<file path="config.mk">
export PLATFORM = sky130hd
export DESIGN_NAME = phase_sequencer_flat
export DESIGN_NICKNAME = d
export VERILOG_FILES = /design/src/rtl/seq_pkg.sv /design/src/rtl/phase_sequencer_if.sv /design/src/rtl/phase_ctr.sv /design/src/rtl/phase_sequencer.sv /design/src/flat_wrapper.sv
export SDC_FILE = /design/constraint.sdc
export NUM_CORES = 1
export LEC_CHECK = 0
export ABC_AREA = 1
export CORE_MARGIN = 10
export CORE_UTILIZATION = 25
export DETAILED_ROUTE_END_ITERATION = 10
export MAX_ROUTING_LAYER = met4
export REMOVE_ABC_BUFFERS = 1
export SKIP_CTS_REPAIR_TIMING = 1
export SYNTH_ARGS = -nofsm -noshare
export SYNTH_HDL_FRONTEND = slang
export SYNTH_SLANG_ARGS = --single-unit
</file>
<file path="constraint.sdc">
create_clock -name CLK -period 1.4 [get_ports CLK]
set_input_delay 0.42 -clock CLK [delete_from_list [all_inputs] [get_ports CLK]]
set_output_delay 0.42 -clock CLK [all_outputs]
set_load 0.02 [all_outputs]
</file>
<file path="src/rtl/seq_pkg.sv">
// -----------------------------------------------------------------------------
// seq_pkg
//   Shared types and constants for the phase sequencer: controller states,
//   the opcodes the sequencer itself reacts to, the four phase numbers, and a
//   helper that tells whether an opcode produces a register writeback.
// -----------------------------------------------------------------------------
package seq_pkg;

  typedef enum logic [1:0] {
    IDLE   = 2'd0,
    RUN    = 2'd1,
    DRAIN  = 2'd2,
    HALTED = 2'd3
  } seq_state_t;

  localparam logic [2:0] OP_BR   = 3'b110;
  localparam logic [2:0] OP_HALT = 3'b111;

  localparam logic [1:0] PH_FETCH = 2'd0;
  localparam logic [1:0] PH_WB    = 2'd1;
  localparam logic [1:0] PH_DEC   = 2'd2;
  localparam logic [1:0] PH_RD    = 2'd3;

  // Branches and halt leave the register file untouched; everything else
  // writes its rA during the writeback phase of the following instruction.
  function automatic logic writes_back(input logic [2:0] op);
    return !((op == OP_BR) || (op == OP_HALT));
  endfunction

endpackage

</file>
<file path="src/rtl/phase_sequencer_if.sv">
// -----------------------------------------------------------------------------
// phase_sequencer_if
//   Bundles everything the sequencer exchanges with its neighbours:
//     start / instr / branch_taken / branch_target  -> into the sequencer
//     pc                                            -> instruction ROM address
//     counter / raddrA / raddrB / waddr / write_en  -> register file
//     opcode_q                                      -> ALU
//     done                                          -> high while halted
//   master : the sequencer side
//   slave  : the environment (ROM, register file, ALU, host)
// -----------------------------------------------------------------------------
interface phase_sequencer_if #(
  parameter int PCW = 8,
  parameter int AW  = 3,
  parameter int IW  = 9
);

  logic           start;
  logic [IW-1:0]  instr;
  logic           branch_taken;
  logic [PCW-1:0] branch_target;

  logic [PCW-1:0] pc;
  logic [1:0]     counter;
  logic [AW-1:0]  raddrA;
  logic [AW-1:0]  raddrB;
  logic [AW-1:0]  waddr;
  logic           write_en;
  logic [2:0]     opcode_q;
  logic           done;

  modport master (
    input  start, instr, branch_taken, branch_target,
    output pc, counter, raddrA, raddrB, waddr, write_en, opcode_q, done
  );

  modport slave (
    output start, instr, branch_taken, branch_target,
    input  pc, counter, raddrA, raddrB, waddr, write_en, opcode_q, done
  );

endinterface

</file>
<file path="src/rtl/phase_ctr.sv">
// -----------------------------------------------------------------------------
// phase_ctr
//   Two-bit phase counter. Counts 0..3 and wraps while en is high; clr forces
//   it to 0 on the next edge and takes priority over en.
//   CLK    in  clock
//   init_n in  asynchronous active-low reset
//   en     in  advance one phase
//   clr    in  synchronous clear to phase 0
//   count  out current phase
// -----------------------------------------------------------------------------
module phase_ctr (
  input  logic       CLK,
  input  logic       init_n,
  input  logic       en,
  input  logic       clr,
  output logic [1:0] count
);

  // NOTE: state is assigned with <= so every flop samples the pre-edge value
  // of every other flop; = here would create order-dependent simulation.
  always_ff @(posedge CLK or negedge init_n) begin
    if (!init_n)  count <= 2'd0;
    else if (clr) count <= 2'd0;
    else if (en)  count <= count + 2'd1;
  end

endmodule

</file>
<file path="src/rtl/phase_sequencer.sv">
// -----------------------------------------------------------------------------
// phase_sequencer
//   Control stage in front of the 8x8 register file. Fetches instructions by
//   PC and steps each one through four phases:
//     0 fetch (latch instr)      1 writeback of the previous instruction
//     2 decode (read addresses)  3 operand read, PC advance / branch
//   A halt opcode retires into DRAIN, which runs one more fetch + writeback
//   slot and then parks in HALTED with done high until the next start.
//   CLK    in  clock, all state on posedge
//   init_n in  asynchronous active-low reset
//   bus    master side of phase_sequencer_if (see interface for signal list)
//   All outputs come straight from flops.
// -----------------------------------------------------------------------------
module phase_sequencer
  import seq_pkg::*;
#(
  parameter int PCW = 8,
  parameter int AW  = 3,
  parameter int IW  = 9
) (
  input  logic                 CLK,
  input  logic                 init_n,
  phase_sequencer_if.master    bus
);

  localparam logic [PCW-1:0] PC_ONE = {{(PCW-1){1'b0}}, 1'b1};

  seq_state_t     state_q, state_d;
  logic [1:0]     phase;

  // One-cycle strobes from the controller to the datapath registers.
  logic           go;        // accepted start
  logic           ctr_en;
  logic           ctr_clr;
  logic           latch_en;  // end of phase 0 in RUN
  logic           wb_en;     // end of phase 0 in RUN or DRAIN
  logic           dec_en;    // end of phase 2
  logic           retire;    // end of phase 3

  logic [IW-1:0]  instr_q;
  logic [PCW-1:0] pc_q;
  logic [AW-1:0]  raddr_a_q, raddr_b_q, waddr_q;
  logic           write_en_q;
  logic           done_q;
  logic           prev_wr_q;
  logic [AW-1:0]  prev_ra_q;

  logic [2:0]     op;
  logic [AW-1:0]  instr_ra, instr_rb;

  assign op       = instr_q[IW-1 -: 3];
  assign instr_ra = instr_q[AW +: AW];
  assign instr_rb = instr_q[0 +: AW];

  phase_ctr u_phase_ctr (
    .CLK    (CLK),
    .init_n (init_n),
    .en     (ctr_en),
    .clr    (ctr_clr),
    .count  (phase)
  );

  always_ff @(posedge CLK or negedge init_n) begin
    if (!init_n) state_q <= IDLE;
    else         state_q <= state_d;
  end

  // NOTE: every signal written here gets a default before the case so no
  // path leaves it unassigned; a missing default would infer a latch.
  always_comb begin
    state_d  = state_q;
    go       = 1'b0;
    ctr_en   = 1'b0;
    ctr_clr  = 1'b0;
    latch_en = 1'b0;
    wb_en    = 1'b0;
    dec_en   = 1'b0;
    retire   = 1'b0;

    unique case (state_q)
      IDLE, HALTED: begin
        if (bus.start) begin
          state_d = RUN;
          go      = 1'b1;
          ctr_clr = 1'b1;
        end
      end

      RUN: begin
        ctr_en = 1'b1;
        unique case (phase)
          PH_FETCH: begin
            latch_en = 1'b1;
            wb_en    = 1'b1;
          end
          PH_WB:  ;
          PH_DEC: dec_en = 1'b1;
          PH_RD: begin
            retire = 1'b1;
            if (op == OP_HALT) state_d = DRAIN;
          end
        endcase
      end

      // Only phases 0 and 1 are visited here; the counter is cleared at the
      // end of phase 1 so HALTED always presents phase 0.
      DRAIN: begin
        ctr_en = 1'b1;
        if (phase == PH_FETCH) begin
          wb_en = 1'b1;
        end else begin
          state_d = HALTED;
          ctr_clr = 1'b1;
        end
      end

      default: state_d = IDLE;
    endcase
  end

  always_ff @(posedge CLK or negedge init_n) begin
    if (!init_n) begin
      pc_q       <= '0;
      instr_q    <= '0;
      raddr_a_q  <= '0;
      raddr_b_q  <= '0;
      waddr_q    <= '0;
      write_en_q <= 1'b0;
      done_q     <= 1'b0;
      prev_wr_q  <= 1'b0;
      prev_ra_q  <= '0;
    end else begin
      // write_en is a one-phase pulse: it is only re-armed when entering
      // phase 1, so it drops again in phases 2, 3 and 0.
      write_en_q <= 1'b0;
      done_q     <= (state_d == HALTED);

      if (wb_en) begin
        write_en_q <= prev_wr_q;
        waddr_q    <= prev_ra_q;
      end

      if (latch_en) instr_q <= bus.instr;

      if (dec_en) begin
        raddr_a_q <= instr_ra;
        raddr_b_q <= instr_rb;
      end

      if (retire) begin
        prev_wr_q <= writes_back(op);
        prev_ra_q <= instr_ra;
        if ((op == OP_BR) && bus.branch_taken) pc_q <= bus.branch_target;
        else                                   pc_q <= pc_q + PC_ONE;
      end

      // A fresh run must not write back whatever retired before it.
      if (go) begin
        pc_q      <= '0;
        prev_wr_q <= 1'b0;
      end
    end
  end

  assign bus.pc       = pc_q;
  assign bus.counter  = phase;
  assign bus.raddrA   = raddr_a_q;
  assign bus.raddrB   = raddr_b_q;
  assign bus.waddr    = waddr_q;
  assign bus.write_en = write_en_q;
  // The opcode field of the fetch latch is itself a flop, so it is exported
  // directly instead of keeping a second copy.
  assign bus.opcode_q = op;
  assign bus.done     = done_q;

endmodule

</file>
<file path="src/flat_wrapper.sv">
// flat-port wrapper written by rule: the top's interface ports become plain ports
module phase_sequencer_flat import seq_pkg::*;
#(
  parameter int PCW = 8,
  parameter int AW  = 3,
  parameter int IW  = 9
)
  (CLK, init_n, bus_start, bus_instr, bus_branch_taken, bus_branch_target, bus_pc, bus_counter, bus_raddrA, bus_raddrB, bus_waddr, bus_write_en, bus_opcode_q, bus_done);
  phase_sequencer_if #(.PCW(PCW), .AW(AW), .IW(IW)) bus_i ();
  input  logic CLK;
  input  logic init_n;
  input wire logic [$bits(bus_i.start)-1:0] bus_start;
  input wire logic [$bits(bus_i.instr)-1:0] bus_instr;
  input wire logic [$bits(bus_i.branch_taken)-1:0] bus_branch_taken;
  input wire logic [$bits(bus_i.branch_target)-1:0] bus_branch_target;
  output wire logic [$bits(bus_i.pc)-1:0] bus_pc;
  output wire logic [$bits(bus_i.counter)-1:0] bus_counter;
  output wire logic [$bits(bus_i.raddrA)-1:0] bus_raddrA;
  output wire logic [$bits(bus_i.raddrB)-1:0] bus_raddrB;
  output wire logic [$bits(bus_i.waddr)-1:0] bus_waddr;
  output wire logic [$bits(bus_i.write_en)-1:0] bus_write_en;
  output wire logic [$bits(bus_i.opcode_q)-1:0] bus_opcode_q;
  output wire logic [$bits(bus_i.done)-1:0] bus_done;
  assign bus_i.start = bus_start;
  assign bus_i.instr = bus_instr;
  assign bus_i.branch_taken = bus_branch_taken;
  assign bus_i.branch_target = bus_branch_target;
  assign bus_pc = bus_i.pc;
  assign bus_counter = bus_i.counter;
  assign bus_raddrA = bus_i.raddrA;
  assign bus_raddrB = bus_i.raddrB;
  assign bus_waddr = bus_i.waddr;
  assign bus_write_en = bus_i.write_en;
  assign bus_opcode_q = bus_i.opcode_q;
  assign bus_done = bus_i.done;
  phase_sequencer #(.PCW(PCW), .AW(AW), .IW(IW)) u_core (.CLK(CLK), .init_n(init_n), .bus(bus_i));
endmodule
</file>
==> key figures, run 1 <==
CTS
  • Clk Latency, worst-skew pair: 300 ps
  • Htree depth: 2
  • Sink Count: 36
  • TritonCTS clock tree: yes
  • Clock Root Buffer: clkbuf_8
  • Clock Pin Slew Worst Setup and Hold Paths: ~80 ps
  • CTS max path bufs: 2
  • Number of CTS-inserted buffers: 5

Timing
  • Rel. slew slack: 0.7581
  • Fmax achieved: 0.7018 GHz
  • Final worst path period need: between 1000 and 1500 ps
  • Worst setup margin: -24.86 ps
  • Fin. Hold Viols: 0
  • Unrepaired setup endpoints after global routing: true
  • Max-slew violations: 0
  • Final Cycle Share: 1.018
  • Fin Setup TNS: -58.52 ps
  • Clk_skew: about 14 ps
  • Worst-margin pin slew: approximately 360 ps
  • Final setup violation count: 3
  • Final hold slack: 20.39 ps

Placement
  • PortBufs: 44
  • Post-Place Worst Slack: -292.3 ps
  • Gpl congestion: 0.8054
  • DP Wirelength: 3376 um

Logic synthesis
  • Most frequent cell after synthesis: nand2_1
  • Number of synthesis warnings: 0
  • Most frequent cells after synthesis: nand2_1 (50), dfrtp_1 (36), inv_1 (33)
  • Cells after synthesis: 204
  • Synth top area cells: dfrtp_1 (51%), nand2_1 (11%), inv_1 (7.1%)
  • Yosys top cell area share: 0.5136
  • Cell variety after synth: 20
  • Asr flop ratio synth: 1.000
  • Post-synth EDFFs: 0
  • Synth area leader: dfrtp_1
  • Ys flop type: dfrtp_1
  • Mapped cell area: between 0.0015 and 0.002 mm^2
  • Seq/Total Area, Yosys: 0.5136
  • Mean Syn Cell Area: around 8.6 um^2
  • Synth Register Bits: 36

Detailed routing
  • Final ANT Viol Nets: 0
  • Vias/cell: 4.034
  • Initial DRC Count: 24
  • Drt first pass iters: 4
  • WL/cell: 12.23 um
  • DR vias: 1537
  • DRC: 0
  • Detailed Route WL: about 4700 um

Finish
  • Area growth from synthesis to layout: 61.41%
  • Fill count: 676
  • Post-layout nets: roughly 310
  • Ant diodes: 0
  • Layout cell share with drive strength beyond 1: 0.2737
  • Post-layout util: 0.4168

Critical path
  • Ordered cell list for the critical path: ha_4 > buf_6 > a21oi_4 > buf_6 > buf_6 > nand2_2 > o21ai_1
  • Worst Setup Start Kind: register
  • CP max stage cell: dfrtp_2
  • Reg-to-reg endpoint: u_core.prev_wr_q
  • CP Class: reg -> reg
  • Worst EP required: 1620 ps
  • Cell mode on critical path: buf_6
  • Worst Reg-to-Reg Cells: 7
  • Crit. End Element: register
  • Reg-to-reg startpoint: u_core.state_q[1]
  • Crit-path max FO: 4
  • R2R Setup Slk: -20 ps
  • CP max stage delay: approximately 450 ps
  • Worst EP arrival: 1640 ps

Floorplanning
  • Die Height: 103.8 um
  • Std-Cell Rows: 30
  • # IOs: 45
  • Starting Density: 0.2582
  • Die area: 0.01077 mm^2
  • Die W: a little over 100 um
  • Core area: 0.006794 mm^2

Run
  • Max-Cap Viols: 0

Power
  • Clock share of power: 0.160
  • Switching share of power: 0.3823
  • Leak pwr: 1.673 nW
  • Design Power: 5.757 mW
  • Pwr Density: 2033 mW/mm^2
  • Sequential share of power: 0.295
  • Maximum vdd drop: 924.1 uV
  • Net Sw Power: 2.201 mW
  • Power Internal: 3.556 mW
  • Logic pwr share: 0.545

Global routing
  • Largest net degree at the start of global routing: 25
  • Grt ovf: 0
  • Vias in the first global route: 1468
  • Initial antenna violation count: 0
  • First-pass GRT wire length: 7286 um
  • Total GRT Usage: 0.08601

Hold path
  • Hold Path Class: in -> async

Run status
  • Status: finished with violations
  • Failing checks: setup timing
## area by class of cell
cell class,count,area (um^2),share of cell area
flip-flops and latches,36,902.1,0.3186
clock buffers,6,72.57,0.02563
inverters,33,126.4,0.04463
well taps,96,120.1,0.04242
multi-input cells,129,782.0,0.2762
repair buffers,79,793.3,0.2802
clock inverters,2,35.03,0.01237
## metal layers
metal  GRT usage  routed length, um  vias up
li1            -                  -      799
met1      0.1075               2159      703
met2      0.1293               2264       31
met3     0.02726                190        4
met4     0.02684                 44        0
met5           -                  0        -
## critical path, delay by kind of cell, from the launching register on
family                   cells  cell delay [ps]
AND/OR/NAND/NOR              1               30
flip-flops                   1              450
AO/OA/AOI/OAI                2              240
adder cells (fa/ha/maj)      1              270
buffers and inverters        3              350
## per-stage QoR
| stage | cell area [um^2] | instances |
|---|---|---|
| 3_5_place_dp | 2481 | 364 |
| 3_3_place_gp | 2481 | 364 |
| 4_1_cts | 2589 | 372 |
| 2_1_floorplan | 1718 | 198 |
| 6_report | 2831 | 381 |
| 5_1_grt | 2831 | 381 |
## layout by cell type (no fill, tap or decap), types with 2 or more instances in the layout
| cell type | instances |
|---|---|
| o211ai_1 | 2 |
| ha_2 | 2 |
| dlymetal6s2s_1 | 24 |
| nand3_1 | 5 |
| mux2_2 | 8 |
| o21ai_1 | 6 |
| buf_6 | 6 |
| clkdlybuf4s50_1 | 19 |
| o21ai_0 | 12 |
| clkbuf_8 | 5 |
| dfrtp_1 | 35 |
| nand2_1 | 45 |
| a21oi_1 | 5 |
| nand2_2 | 6 |
| nand3b_1 | 2 |
| ha_4 | 2 |
| nor2_1 | 14 |
| inv_1 | 31 |
| ha_1 | 3 |
| o21ai_2 | 6 |
| buf_4 | 28 |
| nor2_2 | 2 |
| a21oi_2 | 5 |
## registers in the layout, summed over array words and instances, names as in the netlist
name / cells
u_core.state_q: 2
u_core.prev_ra_q: 3
u_core.prev_wr_q: 1
u_core.bus.waddr: 3
u_core.bus.write_en: 1
u_core.u_phase_ctr.count: 2
u_core.bus.pc: 8
u_core.bus.raddrB: 3
u_core.instr_q: 9
u_core.bus.raddrA: 3
u_core.bus.done: 1
## how the worst max path moves through the flow
stage | start | end | slack, ps
after detailed placement | bus_branch_taken | u_core.bus.pc[6] | -290
after global routing | u_core.state_q[0] | u_core.bus.pc[3] | -80
after global placement | bus_branch_taken | u_core.bus.pc[5] | -270
after CTS | u_core.u_phase_ctr.count[1] | bus_counter[1] | -350
after floorplan | u_core.u_phase_ctr.count[0] | u_core.instr_q[2] | -160
final | u_core.state_q[1] | u_core.prev_wr_q | -20
## power groups by stage
| stage | clock (mW) | combinational [mW] | sequential [mW] |
|---|---|---|---|
| 2_1_floorplan | 0 | 1.14 | 2.00 |
| 3_3_place_gp | 0 | 2.73 | 1.71 |
| 3_5_place_dp | 0 | 2.77 | 1.71 |
| 4_1_cts | 0.942 | 2.78 | 1.70 |
| 5_1_grt | 1.00 | 3.45 | 1.76 |
| 6_report | 0.921 | 3.14 | 1.70 |
## kinds of logic (layout without fill, tap and decap cells)
family / count (synthesis) / after routing / synth area share
AOI/OAI and AO/OA: 37 / 37 / 0.1148
xor gates and xnor gates: 1 / 1 / 0.004994
adders and majority gates: 7 / 7 / 0.04993
buffers and inverters: 39 / 120 / 0.09130
DFF: 36 / 36 / 0.5135
muxes: 8 / 8 / 0.05136
and+or+nand+nor: 76 / 76 / 0.1740
No activity file was read; power rests on OpenSTA's default activity.
==> run 2: changes to the inputs <==
Settings changed: CORE_MARGIN 10 to default, HOLD_SLACK_MARGIN from default to 0.05.
Clock period 1.4 ns to 1.48 ns, I/O delays scaled along.
==> run 2 against run 1 <==
Effect of this change:
- the run now ends clean
- clock power fell by 4.7%
- sequential power decreased by 5%
- first-iteration DRC count rose to 3.5 times the previous value
==> key figures, run 2 (same netlist as run 1, synthesis figures left out) <==
Run status
  • Status: complete, no violations

Floorplanning
  • # IOs: 45
  • Die Height: 85.77 um
  • Die area: 0.007356 mm^2
  • Std-Cell Rows: 30
  • Core area: between 0.006 and 0.007 mm^2
  • Die W: 85.77 um
  • Starting Density: 0.2582

Timing
  • Fmax achieved: 0.7089 GHz
  • Final setup violation count: 0
  • Final worst path period need: roughly 1400 ps
  • Rel. slew slack: 0.7757
  • Max-slew violations: 0
  • Clk_skew: between 8 and 9 ps
  • Worst setup margin: 69.33 ps
  • Final Cycle Share: 0.9532
  • Fin. Hold Viols: 0
  • Unrepaired setup endpoints after global routing: true
  • Worst-margin pin slew: 335.4 ps

Critical path
  • Crit. End Element: register
  • CP startpoint: u_core.state_q[0]
  • Reg-to-reg endpoint: u_core.bus.pc[6]
  • CP max stage delay: 420 ps
  • Worst EP arrival: about 1600 ps
  • R2R Setup Slk: 70 ps
  • Cell mode on critical path: nand2_1
  • Crit-path max FO: 6
  • Worst Setup EP: u_core.bus.pc[6]
  • Worst Setup Start Kind: register
  • CP max stage cell: dfrtp_1
  • Worst Reg-to-Reg Cells: 8
  • Buf/Inv on CP: 3
  • Worst EP required: 1710 ps
  • CP Class: reg -> reg
  • Cell count along the critical path: 8
  • Ordered cell list for the critical path: inv_2 > ha_4 > buf_6 > a21oi_4 > o21ai_0 > inv_1 > nand2_1 > nand2_1
  • Reg-to-reg startpoint: u_core.state_q[0]
  • CP top delay family: flip-flops

Finish
  • Area growth from synthesis to layout: 52.78%
  • Post-layout nets: 298
  • Ant diodes: 0
  • Max FFs per register: 9
  • Layout cell share with drive strength beyond 1: 0.1845
  • Post-layout util: 0.3945
  • Largest register by flop count: u_core.instr_q
  • Commonest non-fill, non-tap cell in the layout: nand2_1
  • Most frequent cells in the layout: nand2_1 (46), dfrtp_1 (36), inv_1 (31)

Detailed routing
  • WL/cell: 11.41 um
  • Final ANT Viol Nets: 0
  • Detailed Route WL: 4186 um
  • Vias/cell: between 4 and 5
  • DRC: 0
  • Initial DRC Count: 85
  • DR vias: 1500
  • Drt first pass iters: 4

Global routing
  • Total GRT Usage: 0.1263
  • Vias in the first global route: 1513
  • Largest net degree at the start of global routing: 37
  • First-pass GRT wire length: about 7000 um
  • Initial antenna violation count: 0
  • Grt ovf: 0

Placement
  • DP Wirelength: approximately 2900 um
  • Gpl congestion: 0.7842
  • PortBufs: 44
  • Post-Place Worst Slack: -215.7 ps

CTS
  • CTS max path bufs: 2
  • Clock Pin Slew Worst Setup and Hold Paths: 80 ps
  • Clock Root Buffer: clkbuf_8
  • Number of CTS-inserted buffers: 5
  • TritonCTS clock tree: yes
  • Clk Latency, worst-skew pair: between 200 and 300 ps
  • Htree depth: 2
  • Sink Count: 36

Power
  • Design Power: 5.087 mW
  • Pwr Density: 1898 mW/mm^2
  • Sequential share of power: 0.318
  • Power Internal: between 3 and 4 mW
  • Net Sw Power: between 1.5 and 2 mW
  • Maximum vdd drop: 782.0 uV
  • Logic pwr share: 0.510
  • Switching share of power: 0.3925
  • Leak pwr: between 1.5 and 2 nW
  • Clock share of power: 0.173

Hold path
  • Hold Path Class: in -> async

Run
  • Max-Cap Viols: 0
-- run 2: power groups by stage --
stage | Combinational (mW) | Sequential [mW] | Clock (mW)
floorplan | 1.07 | 1.89 | 0
global route | 2.89 | 1.67 | 0.944
global placement | 2.38 | 1.62 | 0
finish | 2.59 | 1.62 | 0.878
CTS | 2.44 | 1.62 | 0.902
detailed placement | 2.44 | 1.63 | 0
-- run 2: per-stage QoR --
step / hold WS [ps] / std cells / area (um^2) / TNS (ps)
2_1_floorplan: 148.4 / 198 / 1718 / -355.0
3_3_place_gp: 425.4 / 357 / 2429 / -1548
3_5_place_dp: 427.2 / 357 / 2429 / -1646
4_1_cts: 104.2 / 365 / 2536 / -5873
5_1_grt: 97.59 / 367 / 2680 / -1.498
6_report: 86.99 / 367 / 2680 / 0
-- run 2: area by class of cell --
class | instances | area (um^2)
inverters | 33 | 126.4
flip-flops and latches | 36 | 900.9
clock inverters | 2 | 35.03
clock buffers | 6 | 72.57
repair buffers | 64 | 665.6
fillers | 707 | 4114
well taps | 96 | 120.1
multi-input cells | 130 | 759.5
-- run 2: worst min-delay path by stage --
stage | startpoint | endpoint | slack (ps) | cells past startpoint
2_1_floorplan | init_n | u_core.bus.done | 150 | 0
3_3_place_gp | init_n | u_core.bus.pc[4] | 430 | 2
3_5_place_dp | init_n | u_core.bus.pc[4] | 430 | 2
4_1_cts | init_n | u_core.bus.pc[4] | 100 | 2
5_1_grt | init_n | u_core.bus.pc[4] | 100 | 2
6_report | init_n | u_core.bus.pc[2] | 90 | 2
-- run 2: routing by layer --
layer | vias to the layer above | share of wire | track usage
met5 | - | 0 | -
li1 | 773 | - | -
met2 | 37 | 0.47 | 0.2015
met4 | 0 | 0.015 | 0.04091
met3 | 7 | 0.049 | 0.03272
met1 | 683 | 0.47 | 0.1566
==> run 3: changes to the inputs <==
Settings changed: CORE_UTILIZATION 25 to 48, PLACE_DENSITY from default to 0.79, RECOVER_POWER from default to 50.
==> run 3 against run 2 <==
Effect of this change:
- non-clock buffer count grew 2
- sequential share of layout area grew 1.9 points
- maximum frequency shrank 1.5%
- critical path depth shrank 7
- clock-buffer cell count shrank 1
- design area shrank 5.2%
- largest power group unchanged
==> key figures, run 3 (same netlist as run 1, synthesis figures left out) <==
Run status
  • Status: complete, no violations

Power
  • Switching share of power: 0.4193
  • Leak pwr: 1.548 nW
  • Logic pwr share: 0.547
  • Pwr Density: 1894 mW/mm^2
  • Power Internal: ~2.8 mW
  • Design Power: 4.810 mW
  • Sequential share of power: 0.338
  • Clock share of power: 0.115
  • Net Sw Power: 2.017 mW
  • Maximum vdd drop: 1228 uV

Placement
  • PortBufs: 44
  • DP Wirelength: roughly 2900 um
  • Gpl congestion: 0.8654

Timing
  • Final worst path period need: 1432 ps
  • Fin Setup TNS: 0 ps
  • Clk_skew: 14.96 ps
  • Final Cycle Share: 0.9673
  • Fin. Hold Viols: 0
  • Unrepaired setup endpoints after global routing: true
  • Rel. slew slack: 0.4160
  • Worst-margin pin slew: 876.0 ps
  • Max-slew violations: 0
  • Final setup violation count: 0
  • Fmax achieved: 0.6985 GHz
  • Final hold slack: 497.8 ps

Critical path
  • Crit-path max FO: 2
  • CP startpoint: u_core.bus.raddrB[0]
  • Buf/Inv on CP: 1
  • Worst EP arrival: between 900 and 1000 ps
  • R2R Setup Slk: 80 ps
  • Worst Setup Start Kind: register
  • Worst EP required: ~1000 ps
  • Reg-to-reg startpoint: u_core.state_q[1]
  • CP max stage cell: dfrtp_1
  • CP max stage delay: 420 ps
  • Crit. End Element: output port
  • Worst Setup EP: bus_raddrB[0]
  • Reg-to-reg endpoint: u_core.bus.pc[1]
  • Ordered cell list for the critical path: dlymetal6s2s_1
  • Worst Reg-to-Reg Cells: 5
  • CP Class: reg -> out
  • Cell count along the critical path: 1
  • CP top delay family: flip-flops

Finish
  • Commonest non-fill, non-tap cell in the layout: nand2_1
  • Multi-input gate area: 743.2 um^2
  • Largest register by flop count: u_core.instr_q
  • Fill count: 255
  • Most frequent cells in the layout: nand2_1 (46), dfrtp_1 (35), inv_1 (31)
  • FF+latch area: 902.1 um^2
  • Ant diodes: 0
  • Area growth from synthesis to layout: 44.79%
  • Post-layout nets: 300
  • Post-layout util: 0.7436
  • Max FFs per register: 9
  • Layout cell share with drive strength beyond 1: 0.1978

Floorplanning
  • Die W: 62.45 um
  • Core area: between 0.003 and 0.004 mm^2
  • Std-Cell Rows: 21
  • # IOs: 45
  • Starting Density: 0.5136
  • Die area: 0.003900 mm^2
  • Die Height: 62.45 um

CTS
  • Clk Latency, worst-skew pair: 360 ps
  • CTS max path bufs: 2
  • Sink Count: 36
  • Clock Pin Slew Worst Setup and Hold Paths: 120 ps
  • Number of CTS-inserted buffers: 5
  • TritonCTS clock tree: yes
  • Htree depth: 2
  • Clock Root Buffer: clkbuf_4

Detailed routing
  • DR vias: 1601
  • Final ANT Viol Nets: 0
  • Detailed Route WL: 4165 um
  • WL/cell: 13.06 um
  • DRC: 0
  • Vias/cell: 5.019
  • Initial DRC Count: 117
  • Drt first pass iters: 4

Global routing
  • Grt ovf: 0
  • Total GRT Usage: 0.2375
  • First-pass GRT wire length: 6982 um
  • Largest net degree at the start of global routing: 37
  • Vias in the first global route: 1581
  • Initial antenna violation count: 0

Hold path
  • Hold Path Class: reg -> reg
  • Hold Crit Start: u_core.bus.raddrA[0]

Run
  • Max-Cap Viols: 0
==> run 3: cell count changes in the layout (fill, tap and decap cells not counted), moves of 2 or more <==
cell and delta:
clkinvlp_4 +2, dlymetal6s2s_1 -2, buf_4 +3, clkbuf_4 +5, clkbuf_8 -5, clkbuf_2 +3
==> run 3: worst min path at each step <==
| stage | to | slack [ps] | cells after the start |
|---|---|---|---|
| final | u_core.bus.raddrA[0] | 500 | 2 |
| after global routing | u_core.prev_ra_q[0] | 530 | 2 |
| after CTS | u_core.bus.pc[3] | 450 | 2 |
| after detailed placement | u_core.prev_ra_q[2] | 480 | 2 |
| after global placement | u_core.prev_ra_q[1] | 460 | 2 |
| after floorplan | u_core.bus.done | 150 | 0 |
==> run 3: metal layers <==
metal  share of wire  vias up  global-route usage
met4           0.024        0              0.1105
li1                -      780                   -
met1            0.43      743              0.2928
met5               0        -                   -
met2            0.49       65              0.3750
met3           0.058       13             0.04927
==> run 3: metrics by stage <==
| stage | instance area [um^2] | worst slack (ps) | std cells |
|---|---|---|---|
| final | 2540 | 48.41 | 319 |
| after global routing | 2540 | -25.64 | 319 |
| after CTS | 2440 | -370.6 | 316 |
| after detailed placement | 2379 | -307.5 | 308 |
| after global placement | 2379 | -236.1 | 308 |
| after floorplan | 1718 | -84.31 | 198 |
==> run 3: cell type report <==
cell class              count  area share
flip-flops and latches     36      0.3552
clock buffers               5     0.01478
repair buffers             66      0.2566
well taps                  46     0.02266
inverters                  33     0.04877
clock inverters             3    0.009360
multi-input cells         130      0.2926
==> run 3: power groups by stage <==
stage / registers [mW] / logic (mW) / clock network (mW)
floorplan: 1.89 / 1.07 / 0
global placement: 1.62 / 2.37 / 0
detailed placement: 1.62 / 2.44 / 0
CTS: 1.61 / 2.45 / 0.570
global route: 1.68 / 2.89 / 0.608
finish: 1.63 / 2.63 / 0.553
